`src/rtl/div_pkg.sv`:
```
// Shared divider-family definitions: control state encoding and step-counter sizing.
package div_pkg;

  typedef enum logic [1:0] {
    IDLE = 2'd0,
    BUSY = 2'd1,
    DONE = 2'd2
  } state_t;

  // Width of a counter that indexes WIDTH iteration steps (at least one bit).
  function automatic int step_cnt_w(input int w);
    return (w > 1) ? $clog2(w) : 1;
  endfunction

endpackage

```
`src/rtl/recompose_step_cell.sv`:
```
// One shift-add step of the recomposition: o_acc = i_acc + (q_bit ? i_d << i_shamt : 0).
module recompose_step_cell
  import div_pkg::*;
#(
  parameter int WIDTH = 4
) (
  input  logic [2*WIDTH-1:0]             i_acc,
  input  logic [2*WIDTH-1:0]             i_d,
  input  logic                           i_q_bit,
  input  logic [step_cnt_w(WIDTH)-1:0]   i_shamt,
  output logic [2*WIDTH-1:0]             o_acc
);

  logic [2*WIDTH-1:0] w_addend;

  assign w_addend = i_q_bit ? (i_d << i_shamt) : '0;
  assign o_acc    = i_acc + w_addend;

endmodule

```
`src/rtl/div_recompose_seq.sv`:
```
// Sequential dividend rebuild (q*d + r), one quotient bit per clock.
// Optional RECOMPOSE_CHECK_EN flags operand sets with d==0 or r>=d.
module div_recompose_seq
  import div_pkg::*;
#(
  parameter int WIDTH = 4
) (
  input  logic               clk,
  input  logic               rst,
  input  logic               din_valid,
  output logic               din_ready,
  input  logic [WIDTH-1:0]   quotient_din,
  input  logic [WIDTH-1:0]   divisor,
  input  logic [WIDTH-1:0]   remainder_din,
  output logic               dout_valid,
  input  logic               dout_ready,
  output logic [2*WIDTH-1:0] dividend_dout,
  output logic               remainder_err
);

  localparam int CW = step_cnt_w(WIDTH);
  localparam int DW = 2 * WIDTH;

  state_t           r_state, w_state_nxt;
  logic [WIDTH-1:0] r_q;
  logic [DW-1:0]    r_d;
  logic [DW-1:0]    r_acc;
  logic [DW-1:0]    w_acc_step;
  logic [CW-1:0]    r_cnt;
  logic             w_accept;
  logic             w_last;

  assign w_accept = din_valid && (r_state == IDLE);
  assign w_last   = (r_cnt == CW'(WIDTH - 1));

  always_comb begin
    w_state_nxt = r_state;
    case (r_state)
      IDLE:    if (w_accept)   w_state_nxt = BUSY;
      BUSY:    if (w_last)     w_state_nxt = DONE;
      DONE:    if (dout_ready) w_state_nxt = IDLE;
      default: w_state_nxt = IDLE;
    endcase
  end

  always_ff @(posedge clk or posedge rst) begin
    if (rst) r_state <= IDLE;
    else     r_state <= w_state_nxt;
  end

  recompose_step_cell #(.WIDTH(WIDTH)) u_step (
    .i_acc   (r_acc),
    .i_d     (r_d),
    .i_q_bit (r_q[r_cnt]),
    .i_shamt (r_cnt),
    .o_acc   (w_acc_step)
  );

  // Accumulator is also the output register, so it holds through DONE backpressure.
  always_ff @(posedge clk or posedge rst) begin
    if (rst) begin
      r_q   <= '0;
      r_d   <= '0;
      r_acc <= '0;
      r_cnt <= '0;
    end else begin
      case (r_state)
        IDLE: if (w_accept) begin
          r_q   <= quotient_din;
          r_d   <= {{WIDTH{1'b0}}, divisor};
          r_acc <= {{WIDTH{1'b0}}, remainder_din};
          r_cnt <= '0;
        end
        BUSY: begin
          r_acc <= w_acc_step;
          r_cnt <= w_last ? '0 : r_cnt + 1'b1;
        end
        default: ;
      endcase
    end
  end

`ifdef RECOMPOSE_CHECK_EN
  logic r_err;

  always_ff @(posedge clk or posedge rst) begin
    if (rst)           r_err <= 1'b0;
    else if (w_accept) r_err <= (divisor == '0) || (remainder_din >= divisor);
  end

  assign remainder_err = r_err;
`else
  assign remainder_err = 1'b0;
`endif

  assign din_ready     = (r_state == IDLE) && !rst;
  assign dout_valid    = (r_state == DONE);
  assign dividend_dout = r_acc;

endmodule

```
`config.mk`:
```
export PLATFORM = sky130hd
export DESIGN_NAME = div_recompose_seq
export DESIGN_NICKNAME = d
export VERILOG_FILES = /design/src/rtl/div_pkg.sv /design/src/rtl/recompose_step_cell.sv /design/src/rtl/div_recompose_seq.sv
export SDC_FILE = /design/constraint.sdc
export NUM_CORES = 1
export LEC_CHECK = 0
export CORE_MARGIN = 4
export CORE_UTILIZATION = 53
export CTS_BUF_LIST = sky130_fd_sc_hd__clkbuf_2 sky130_fd_sc_hd__clkbuf_4 sky130_fd_sc_hd__clkbuf_8
export DETAILED_ROUTE_END_ITERATION = 10
export PLACE_DENSITY_LB_ADDON = 0.25
export SETUP_SLACK_MARGIN = 0.05
export SYNTH_ARGS = -nofsm -noshare
export SYNTH_HDL_FRONTEND = slang
export SYNTH_HIERARCHICAL = 1
export SYNTH_SLANG_ARGS = --single-unit
```
`constraint.sdc`:
```
create_clock -name clk -period 2.9 [get_ports clk]
set_input_delay 0.58 -clock clk [delete_from_list [all_inputs] [get_ports clk]]
set_output_delay 0.58 -clock clk [all_outputs]
set_load 0.005 [all_outputs]
```
==> run summary <==
HPWL Detailed - 2.24 mm
number of flops mapped to enable cells by yosys - 0
cts hold-fix bufs - 0
cell area after synthesis - 1370 um2
main flop type after synthesis - dfrtp_1
Vias per Instance - 5.64
setup TNS - 0 ns
Seq/Total Area, Yosys - 36.6%
vias - 1116
area fraction in compound gates after synthesis - 18.7%
worst-skew pair later-pin latency - 0.31 ns
GRT Util Overall - 18.1%
Yosys top cell area share - 36.6%
die height - 58.8 um
Max-cap violations - 0
GP Congestion - 0.803
status - complete, no violations
drt first pass iters - 4
Post-DRT Antenna Nets - 0
setup violators final - 0
Fin. Hold Viols - 0
commonest non-fill, non-tap cell in the layout - clkdlybuf4s50_1
Worst Setup End Kind - flip-flop
minimum clock period - 2.68 ns
RSZ-0062 raised after global routing - no
async set-reset flop share out of synthesis - 100%
Critical Path RT - 3.11 ns
Worst-Margin Slew - 0.780 ns
CTS Sinks - 20
area share of fa/ha/maj cells after synthesis - 8.79%
Yosys reg bits - 20
hold crit path type - flip-flop to flip-flop
DRT Wirelength - 2.85 mm
IO Pins - 27
row count - 18
Peak VDD IR - 0.956 mV
ranking of synthesized cells by area - dfrtp_1, ha_1, mux2_2
Post-route DRC - 0
Post-Synthesis Cells - 133
share of layout cells above drive strength 1 - 10.1%
xor/xnor share of the synthesized area - 3.21%
fill count - 204
Post-Synth Simple-Gate Area - 13.0%
gr ovfl total - 0
Startpoint Class - flip-flop
Final period util - 92.5%
Clock Skews - 0.0113 ns
pin count of the biggest net entering global routing - 21
PD cells - 1320 nW/um2
CP arrival - 2.89 ns
Num CTS Buffers - 3
CTS tree - done
Ys Warns - 6
post-synthesis mux area share - 14.5%
Post-Syn Area per Cell - 10.3 um2
initial core utilization - 55.2%
largest family of logic cells by synthesized area - compound AO/OA/AOI/OAI gates
Clock transition at path regs - 0.12 ns
Synth area leader - dfrtp_1
highest net fanout along the worst path - 7
nets - 195
count of cell types in the netlist - 36
Core ar. - 2480 um2
max-slew violation count - 0
DR iter-0 viols - 25
die area - 3450 um2
PortBufs - 25
clk root buf - clkbuf_4
Slew HR - 47.9%
worst hold stages - 1
global-route wire length before repair - 4.83 mm
H-Tree Depth - 1
R2R depth - 10
Ant. Diodes - 0
crit path kind - flip-flop to flip-flop
Static Leak - 0.775 nW
FMAX - 373 MHz
number of global-route vias before repair - 1128
commonest cells after routing, fill and taps aside - clkdlybuf4s50_1, dfrtp_1, nand2_1, inv_1, conb_1
die width - 58.8 um
routed len/inst - 14.4 um
antenna violations before repair - 0
clk buf depth - 2
fin util - 68.3%
Area growth syn-to-layout - 23.9%
where the power goes:
part	leakage, nW	internal (mW)	switching (mW)
combinational	0.524	0.784	0.752
sequential	0.237	0.426	0.141
clock	0.0138	0.0485	0.0865
routing by layer:
layer  global-route usage (%)  vias to the layer above  wire length [um]
met2                     29.7                       26              1400
met5                        0                        -                 0
met3                     2.19                        7               109
met4                     9.06                        0                82
met1                     23.5                      536              1250
li1                         -                      547                 -
what timing repair did:
| action | 4_1_cts | 5_1_grt |
|---|---|---|
| gates resized for setup | 0 | 2 |
| buffers inserted | 0 | 0 |
| setup endpoints to repair | 0 | 3 |
critical path, stage by stage, from the launching register on:
cell      delay, ns
dfrtp_1        0.39
mux4_2         0.59
nand2_1        0.12
or2_2          0.13
inv_1          0.04
ha_1           0.26
a21oi_1        0.20
o211ai_1       0.16
o41ai_1        0.37
xnor2_1        0.12
a22o_1         0.21
final timing paths:
kind                           from               end  slack, ns
setup / recovery           r_cnt[0]  dividend_dout[7]       0.22
hold / removal               r_q[0]            r_q[0]       0.50
setup reg to reg           r_cnt[0]  dividend_dout[7]       0.22
hold reg to reg              r_q[0]            r_q[0]       0.50
max in group asynchronous       rst          r_cnt[1]       1.64
min in group asynchronous       rst        r_state[1]       0.73
stage by stage:
step | std cells | hold slack (ns) | power [mW] | setup WS (ns) | instance area (um2)
final | 198 | 0.496 | 2.24 | 0.218 | 1690
after global routing | 198 | 0.532 | 2.44 | 0.0684 | 1690
after CTS | 198 | 0.501 | 2.23 | 0.102 | 1690
after global placement | 195 | 0.481 | 2.01 | 0.261 | 1670
after detailed placement | 195 | 0.476 | 2.09 | 0.128 | 1670
after floorplan | 142 | 0.453 | 1.71 | 0.300 | 1400
flip-flops by register name, summed over array words and instances, names as in the netlist:
register       count
r_d                4
r_cnt              2
r_q                4
r_state            2
dividend_dout      8
cell families after synthesis:
logic type	Yosys count
multiplexers	16
adder cells (fa/ha/maj)	9
AND/OR/NAND/NOR	33
flip-flops	20
other	1
AO/OA/AOI/OAI	35
XOR/XNOR	5
buffers and inverters	14
final cells by class:
type | count | area, um2 | share of cell area [%]
clock buffer | 3 | 22.5 | 1.33
inverter | 11 | 41.3 | 2.44
multi-input combinational | 108 | 832 | 49.2
sequential | 20 | 502 | 29.6
tap | 30 | 37.5 | 2.22
timing repair buffer | 26 | 258 | 15.2
synth_stat cells (3+ instances only):
| master | count |
|---|---|
| mux2_2 | 7 |
| ha_1 | 8 |
| mux2i_1 | 4 |
| inv_1 | 11 |
| nor2b_1 | 3 |
| mux2_1 | 3 |
| nand2_1 | 11 |
| o22ai_1 | 8 |
| a22o_1 | 5 |
| o211a_1 | 4 |
| nand2b_1 | 4 |
| nor2_1 | 7 |
| a21oi_1 | 6 |
| dfrtp_1 | 20 |
| xnor2_1 | 4 |
Note: power is estimated with default switching activity, not from simulation.
